==> src/rtl/audio_gain_stage.sv <==
// Stereo gain/mute stage: per-channel unsigned Q1.(GW-1) gain, floor rounding, saturation, sticky clip flags.
// Latency: 2 clk from input handshake to out_valid; full throughput, one sample pair per clk.
// Backpressure: whole pipeline advances only when !out_valid | out_ready; in_ready mirrors that enable.
//
// Ports:
//   clk, rst                 clock, synchronous active-high reset
//   in_data/in_valid/in_ready    {left, right} samples from the source
//   out_data/out_valid/out_ready scaled {left, right} samples to the FIFO
//   gain_l/gain_r/gain_load      target gains, loaded on a 1-clk pulse
//   mute                     level, zeroes both channels (captured with the sample)
//   clip_clr/clip_l/clip_r   sticky saturation flags and their clear pulse
//
// Optional feature: define AUDIO_GAIN_RAMP_EN to make the current gain walk toward
// the target by 1 LSB per accepted sample instead of jumping on gain_load.

module audio_gain_stage #(
    parameter int DW = 24,
    parameter int GW = 8
) (
    input  logic            clk,
    input  logic            rst,
    input  logic [2*DW-1:0] in_data,
    input  logic            in_valid,
    output logic            in_ready,
    output logic [2*DW-1:0] out_data,
    output logic            out_valid,
    input  logic            out_ready,
    input  logic [GW-1:0]   gain_l,
    input  logic [GW-1:0]   gain_r,
    input  logic            gain_load,
    input  logic            mute,
    input  logic            clip_clr,
    output logic            clip_l,
    output logic            clip_r
);

    localparam int PW = DW + GW + 1;
    localparam logic [GW-1:0] UNITY = {1'b1, {(GW-1){1'b0}}};
    localparam logic signed [PW-1:0] YMAX = {{(GW+2){1'b0}}, {(DW-1){1'b1}}};
    localparam logic signed [PW-1:0] YMIN = {{(GW+2){1'b1}}, {(DW-1){1'b0}}};

    // Returns {clip, y}: floor(x*g / 2**(GW-1)) saturated to DW bits.
    function automatic logic [DW:0] scale(input logic [DW-1:0] x, input logic [GW-1:0] g);
        logic signed [PW-1:0] p;
        logic signed [PW-1:0] y;
        p = $signed(x) * $signed({1'b0, g});
        y = p >>> (GW - 1);
        if (y > YMAX)
            scale = {1'b1, 1'b0, {(DW-1){1'b1}}};
        else if (y < YMIN)
            scale = {1'b1, 1'b1, {(DW-1){1'b0}}};
        else
            scale = {1'b0, y[DW-1:0]};
    endfunction

    logic            en;
    logic [GW-1:0]   tgt_l, tgt_r;
    logic [GW-1:0]   cur_l, cur_r;

    logic [2*DW-1:0] s1_data;
    logic [GW-1:0]   s1_gl, s1_gr;
    logic            s1_mute;
    logic            s1_valid;

    logic [DW-1:0]   y_l, y_r;
    logic            sat_l, sat_r;

    assign en       = !out_valid || out_ready;
    assign in_ready = en;

    // Target gain registers
    always_ff @(posedge clk) begin
        if (rst) begin
            tgt_l <= UNITY;
            tgt_r <= UNITY;
        end else if (gain_load) begin
            tgt_l <= gain_l;
            tgt_r <= gain_r;
        end
    end

`ifdef AUDIO_GAIN_RAMP_EN
    logic accept;
    assign accept = in_valid && en;

    // The accepted sample takes the pre-step gain; the step applies to the next one.
    always_ff @(posedge clk) begin
        if (rst) begin
            cur_l <= UNITY;
            cur_r <= UNITY;
        end else if (accept) begin
            if (cur_l < tgt_l)
                cur_l <= cur_l + 1'b1;
            else if (cur_l > tgt_l)
                cur_l <= cur_l - 1'b1;
            if (cur_r < tgt_r)
                cur_r <= cur_r + 1'b1;
            else if (cur_r > tgt_r)
                cur_r <= cur_r - 1'b1;
        end
    end
`else
    assign cur_l = tgt_l;
    assign cur_r = tgt_r;
`endif

    // Stage-2 arithmetic on the S1 snapshot
    always_comb begin
        {sat_l, y_l} = scale(s1_data[2*DW-1:DW], s1_gl);
        {sat_r, y_r} = scale(s1_data[DW-1:0], s1_gr);
        if (s1_mute) begin
            y_l   = '0;
            y_r   = '0;
            sat_l = 1'b0;
            sat_r = 1'b0;
        end
    end

    // Pipeline: gain and mute travel with the sample so a pair is never split.
    always_ff @(posedge clk) begin
        if (rst) begin
            s1_data   <= '0;
            s1_gl     <= UNITY;
            s1_gr     <= UNITY;
            s1_mute   <= 1'b0;
            s1_valid  <= 1'b0;
            out_data  <= '0;
            out_valid <= 1'b0;
        end else if (en) begin
            s1_data   <= in_data;
            s1_gl     <= cur_l;
            s1_gr     <= cur_r;
            s1_mute   <= mute;
            s1_valid  <= in_valid;
            out_data  <= {y_l, y_r};
            out_valid <= s1_valid;
        end
    end

    // Sticky clip flags: a new clip beats a simultaneous clear.
    always_ff @(posedge clk) begin
        if (rst) begin
            clip_l <= 1'b0;
            clip_r <= 1'b0;
        end else begin
            if (en && s1_valid && sat_l)
                clip_l <= 1'b1;
            else if (clip_clr)
                clip_l <= 1'b0;
            if (en && s1_valid && sat_r)
                clip_r <= 1'b1;
            else if (clip_clr)
                clip_r <= 1'b0;
        end
    end

endmodule
==> config.mk <==
export PLATFORM = sky130hd
export DESIGN_NAME = audio_gain_stage
export DESIGN_NICKNAME = d
export VERILOG_FILES = /design/src/rtl/audio_gain_stage.sv
export SDC_FILE = /design/constraint.sdc
export NUM_CORES = 1
export LEC_CHECK = 0
export ABC_AREA = 1
export CAP_MARGIN = 20
export CORE_ASPECT_RATIO = 1.75
export CORE_UTILIZATION = 56
export DETAILED_ROUTE_END_ITERATION = 6
export GPL_TIMING_DRIVEN = 0
export PLACE_DENSITY_LB_ADDON = 0.1
export SLEW_MARGIN = 20
export SYNTH_ARGS = -nofsm -noshare
export SYNTH_HDL_FRONTEND = slang
export SYNTH_SLANG_ARGS = --single-unit
==> constraint.sdc <==
create_clock -name clk -period 4.5 [get_ports clk]
set_input_delay 0.45 -clock clk [delete_from_list [all_inputs] [get_ports clk]]
set_output_delay 0.45 -clock clk [all_outputs]
set_load 0.05 [all_outputs]
==> results of run 1 <==
[what timing repair did]
item                                    CTS  global route
buffers inserted                         70            24
endpoints found under the setup margin   50            50
cloned                                   11             6
pin swaps                               179           149
resized for setup                       381           183
[cells in the mapped netlist]
library cell / count / share of area
nand2_1: 830 / 0.16
inv_1: 708 / 0.13
fa_1: 298 / 0.30
nor2_1: 221 / 0.042
dfxtp_1: 133 / 0.13
ha_1: 124 / 0.079
clkbuf_1: 110 / 0.021
a21oi_1: 88 / 0.022
o21ai_0: 85 / 0.022
nand3_1: 59 / 0.015
xor2_1: 28 / 0.012
a21oi_2: 26 / 0.012
nor3_1: 21 / 0.0053
o21bai_1: 21 / 0.0080
nand2_2: 20 / 0.0063
xnor2_1: 16 / 0.0071
buf_1: 12 / 0.0023
buf_2: 8 / 0.0020
buf_6: 6 / 0.0034
buf_4: 5 / 0.0019
nor3b_1: 3 / 0.0011
a21o_1: 2 / 0.00076
clkinv_1: 2 / 0.00038
nand3_2: 2 / 0.0010
nand3_4: 2 / 0.0018
nand4_1: 2 / 0.00063
nor2_2: 2 / 0.00063
o21ai_2: 2 / 0.00089
a21boi_0: 1 / 0.00038
a31oi_1: 1 / 0.00032
and2_1: 1 / 0.00032
and3_1: 1 / 0.00032
nand2_4: 1 / 0.00057
nand3b_1: 1 / 0.00038
nor2_4: 1 / 0.00057
o2111ai_1: 1 / 0.00044
o21ai_1: 1 / 0.00025
[state kept, by name (all words and copies together), names as in the netlist]
register / cells
out_data: 48
s1_data: 48
cur_l: 8
cur_r: 8
s1_gl: 8
s1_gr: 8
clip_l: 1
clip_r: 1
out_valid: 1
s1_mute: 1
s1_valid: 1
[power by group through the flow]
stage / Clock, uW / Sequential [uW] / Combinational [uW]
final: 1490 / 1510 / 4920
after global routing: 1540 / 1530 / 5320
after CTS: 1500 / 1510 / 4520
after detailed placement: 0 / 1480 / 3790
after global placement: 0 / 1480 / 3750
after floorplan: 0 / 1920 / 2210
[kinds of logic after synthesis]
family	Yosys count	share of synthesized area
fa+ha+maj	422	0.380
compound gates	228	0.0664
simple gates	1167	0.234
buf+inv	851	0.165
flops	133	0.135
xor+xnor	44	0.0195
[worst max-delay path: cells and delay by family, from the launching register on]
kind	cells	cell delay [ns]
fa+ha+maj	5	2.55
simple gates	15	1.17
buf+inv	7	0.71
flops	1	0.33
compound gates	1	0.13
[through the flow]
step | hold slack, ns | cell area (um2) | setup TNS (ns) | util | instances
floorplan | 0.429 | 20300 | 0 | - | 2845
global placement | 0.458 | 22100 | -39.74 | 0.638 | 3426
detailed placement | 0.457 | 22100 | -41.27 | 0.638 | 3426
CTS | 0.427 | 24700 | -14.67 | 0.716 | 3513
global route | 0.452 | 25500 | -31.53 | 0.738 | 3543
finish | 0.410 | 25500 | -20.34 | 0.738 | 3543
[path summary, 6_finish.rpt]
path         slack (ns)          from  cells past startpoint      endpoint
max               -0.46      s1_gl[3]                     28  out_data[34]
max reg2reg       -0.46      s1_gl[3]                     28  out_data[34]
min reg2reg        0.46  out_data[13]                      2  out_data[13]
min                0.41           rst                      2  out_data[44]
[layout make-up]
cell class,instances,area [um2],share of cell area
multi-input combinational,1861,15600,0.612
sequential,133,2700,0.106
inverter,710,2670,0.105
timing repair buffer,232,2190,0.0857
buffer,115,1140,0.0448
tap,460,576,0.0226
clock buffer,17,425,0.0167
clock inverter,15,189,0.00740
[metal layers]
| layer | vias up | GRT usage | wire (um) |
|---|---|---|---|
| met2 | 630 | 0.689 | 34200 |
| met3 | 342 | 0.0688 | 3060 |
| met5 | - | 0 | 0 |
| met4 | 0 | 0.346 | 6740 |
| li1 | 8659 | - | - |
| met1 | 8988 | 0.315 | 18800 |
==> metrics.cfg, run 1 <==
[synth]
seq_area_frac_synth = 0.135
synth_seq_cells = 133
synthCells = 2845
synth_nets = 3338
yosysUniqueCellTypes = 37
syn_area_um2 = 19800
yosysWarnings = 0
synth.avg_cell_area_um2 = 6.95

[cells_and_area]
area_growth_pct = 29.1
fill_cells = 2785
final_common_cell = nand2_1
mostFrequentLayoutCells = 676 x nand2_1, 668 x inv_1, 267 x fa_1
drive_gt1_frac = 0.216
finalNetCount = 3563
antenna_cells = 0

[setup_path]
critPathCaptureType = flip-flop
slowest_stage = fa_2
worstPathArrival_ns = 5.34
path_max_fanout = 8
worstSetupStartpointType = flip-flop
required_ns = 4.88
path_common_cell = nand2_2
max_stage_delay_ns = 0.67
crit_type = flip-flop to flip-flop

[global_routing]
grt_pass1_wl_um = 99100
antenna_found_initial = 0
grt_pass1_vias = 20100
grt_start_max_net_pins = 17
grt_overflow_total = 0
grt_usage = 0.368

[pwr]
power_frac_comb = 0.621
power-per-cell-area_nw_per_um2 = 310
power.total_uw = 7920
p_sw_uw = 3730
switching_share = 0.471
seq_power_share = 0.191
power.leakage_uw = 0.0143
peakVddDrop_uv = 234
pwr-share-clk = 0.188
p_int_uw = 4190

[placement]
port_buffers = 121
hpwl_um = 48400
gp_congestion = 0.920
place_ws_ns = -0.925

[sta]
max_freq_mhz = 202
finalWorstSetupSlack_ns = -0.458
final-hold-violation-count = 0
slew_headroom = 0.416
drv_slew = 0
setup_violations = 50
period_minus_slack_ns = 4.96
grt_setup_unrepaired = yes
clock_skew_ns = 0.0159
post-route-period-util = 1.10
worst_pin_slew_ns = 0.876

[cts]
htree_levels = 4
worst_skew_pair.late_latency_ns = 0.45
clk_path_buf_depth = 2
ctsHoldBuffers = 0
clock_sinks = 133
cts-root-buf = clkbuf_16
tritoncts = yes
clkTransAtPathRegs_ns = 0.07
cts_made_buffers = 17

[floorplan]
core-area_um2 = 34600
start_util = 0.572
chipWidth_um = 144
dieArea_um2 = 36100
num_rows = 90
ios = 123
die_h_um = 250

[flow_run]
maxCapViolations = 0

[routing]
drtIter0Drc = 1066
drc = 0
routed_wl_um = 62800
wl_per_cell_um = 17.7
vias = 18600
final_antenna_net_count = 0
via_per_inst = 5.26
firstDrtPassIters = 5

[outcome]
violations = setup timing
outcome = finished with violations

[min_path]
min-delay-path-class = primary input to flip-flop

Power figures use the tool's default switching activity.
==> inputs of run 2 (changes only) <==
Settings changed: CORE_ASPECT_RATIO 1.75 to unset.
==> metrics.cfg, run 2 (same netlist as run 1, synthesis figures left out) <==
[pwr]
power.leakage_uw = 0.0146  ; was 0.0143 uW
peakVddDrop_uv = 325  ; was 234 uV
power-per-cell-area_nw_per_um2 = 308  ; was 310 nW/um2

[sta]
max_freq_mhz = 203  ; was 202 MHz
final-hold-violation-count = 0  ; unchanged
drv_slew = 0  ; unchanged
slew_headroom = 0.436  ; was 0.416
clock_skew_ns = 0.0122  ; was 0.0159 ns
grt_setup_unrepaired = yes  ; unchanged
finalWorstSetupSlack_ns = -0.418  ; was -0.458 ns
period_minus_slack_ns = 4.92  ; was 4.96 ns
setup_violations = 48  ; was 50
worst_pin_slew_ns = 0.840  ; was 0.876 ns
post-route-period-util = 1.09  ; was 1.10

[setup_path]
slowest_stage = fa_1  ; was fa_2
path_buf_inv = 7  ; unchanged
worstSetupStartpointType = flip-flop  ; unchanged
max_stage_delay_ns = 0.57  ; was 0.67 ns
critPathCaptureType = flip-flop  ; unchanged
cp_top_family = adder cells  ; unchanged
required_ns = 4.80  ; was 4.88 ns
worstPathArrival_ns = 5.22  ; was 5.34 ns
crit_type = flip-flop to flip-flop  ; unchanged
path_max_fanout = 6  ; was 8
path_common_cell = nand2_2  ; unchanged

[outcome]
violations = DRC, setup timing  ; was setup timing
outcome = finished with violations  ; unchanged

[floorplan]
num_rows = 68  ; was 90
die_h_um = 190  ; was 250 um
core-area_um2 = 34600  ; about the same
dieArea_um2 = 36000  ; was 36,100 um2
ios = 123  ; unchanged
chipWidth_um = 190  ; was 144 um
start_util = 0.571  ; was 0.572

[routing]
wl_per_cell_um = 17.1  ; was 17.7 um
via_per_inst = 5.19  ; was 5.26
routed_wl_um = 61000  ; was 62,800 um
vias = 18600  ; about the same
final_antenna_net_count = 0  ; unchanged
drc = 2  ; was 0
firstDrtPassIters = 7  ; was 5
drtIter0Drc = 1000  ; was 1,066

[placement]
dp_cells = 3421  ; was 3,426
hpwl_um = 45300  ; was 48,400 um
port_buffers = 121  ; unchanged
gp_congestion = 0.943  ; was 0.920

[flow_run]
maxCapViolations = 0  ; unchanged

[cells_and_area]
final_util = 0.758  ; was 0.738
drive_gt1_frac = 0.265  ; was 0.216
final_common_cell = inv_1  ; was nand2_1
antenna_cells = 0  ; unchanged
final-instance-count-excl-fill = 3575  ; was 3,543
finalNetCount = 3600  ; was 3,563
area_growth_pct = 32.8  ; was 29.1%
mostFrequentLayoutCells = 652 x inv_1, 586 x nand2_1, 277 x fa_1  ; was 676 x nand2_1, 668 x inv_1, 267 x fa_1
top_regs = out_data x48, s1_data x48  ; unchanged

[cts]
cts-root-buf = clkbuf_16  ; unchanged
clk_path_buf_depth = 2  ; unchanged
clkTransAtPathRegs_ns = 0.07  ; about the same
worst_skew_pair.late_latency_ns = 0.45  ; about the same
tritoncts = yes  ; unchanged
clock_sinks = 133  ; unchanged
cts_made_buffers = 17  ; unchanged
htree_levels = 4  ; unchanged

[global_routing]
use_met2 = 0.651  ; was 0.689
grt_usage = 0.348  ; was 0.368
antenna_found_initial = 0  ; unchanged
grt_pass1_vias = 19700  ; was 20,100
grtUsageMet3 = 0.0424  ; was 0.0688
top_usage_layer = met2  ; unchanged
grt_use_met1 = 0.367  ; was 0.315
grt_overflow_total = 0  ; unchanged
grt_pass1_wl_um = 96800  ; was 99,100 um
grt_start_max_net_pins = 17  ; unchanged

[min_path]
min-delay-path-class = primary input to flip-flop  ; unchanged

## run 2: power breakdown
group,total (uW),internal [uW],switching [uW]
combinational,5200,2140,3060
clock,1370,726,641
sequential,1520,1370,158
## run 2: repair_timing
item / CTS / global route
hold buffers: 0 / 0
gates resized for setup: 456 / 281
endpoints found under the setup margin: 50 / 50
gates cloned: 18 / 1
buffers inserted: 98 / 32
pin swaps: 178 / 149
## run 2: final cells by class
cell class,instances,area (um2)
sequential,133,2720
tap,455,569
fill,2601,8380
multi-input combinational,1861,16100
clock inverter,15,138
inverter,710,2670
timing repair buffer,270,2510
buffer,114,1130
clock buffer,17,425
## run 2: stage by stage
stage | power (uW) | TNS [ns] | hold slack, ns | area, um2 | worst slack, ns
2_1_floorplan | 4130 | 0 | 0.429 | 20300 | 0.000136
3_3_place_gp | 5160 | -40.82 | 0.446 | 22100 | -0.889
3_5_place_dp | 5200 | -43.40 | 0.444 | 22100 | -0.988
4_1_cts | 7520 | -12.87 | 0.392 | 25200 | -0.312
5_1_grt | 8570 | -25.91 | 0.422 | 26200 | -0.577
6_report | 8090 | -17.16 | 0.413 | 26200 | -0.418
## run 2: path summary, 6_finish.rpt
| path | from | to | slack [ns] | cells after the start |
|---|---|---|---|---|
| worst max-delay path | s1_gl[4] | clip_l | -0.42 | 26 |
| worst min-delay path | rst | out_data[44] | 0.41 | 2 |
| worst max register to register | s1_gl[4] | clip_l | -0.42 | 26 |
| worst min register to register | cur_r[7] | cur_r[7] | 0.46 | 2 |
## run 2: metal layers
metal | vias to the layer above | part of all wire
li1 | 8745 | -
met1 | 8995 | 0.37
met2 | 588 | 0.53
met3 | 232 | 0.046
met4 | 0 | 0.063
met5 | - | 0
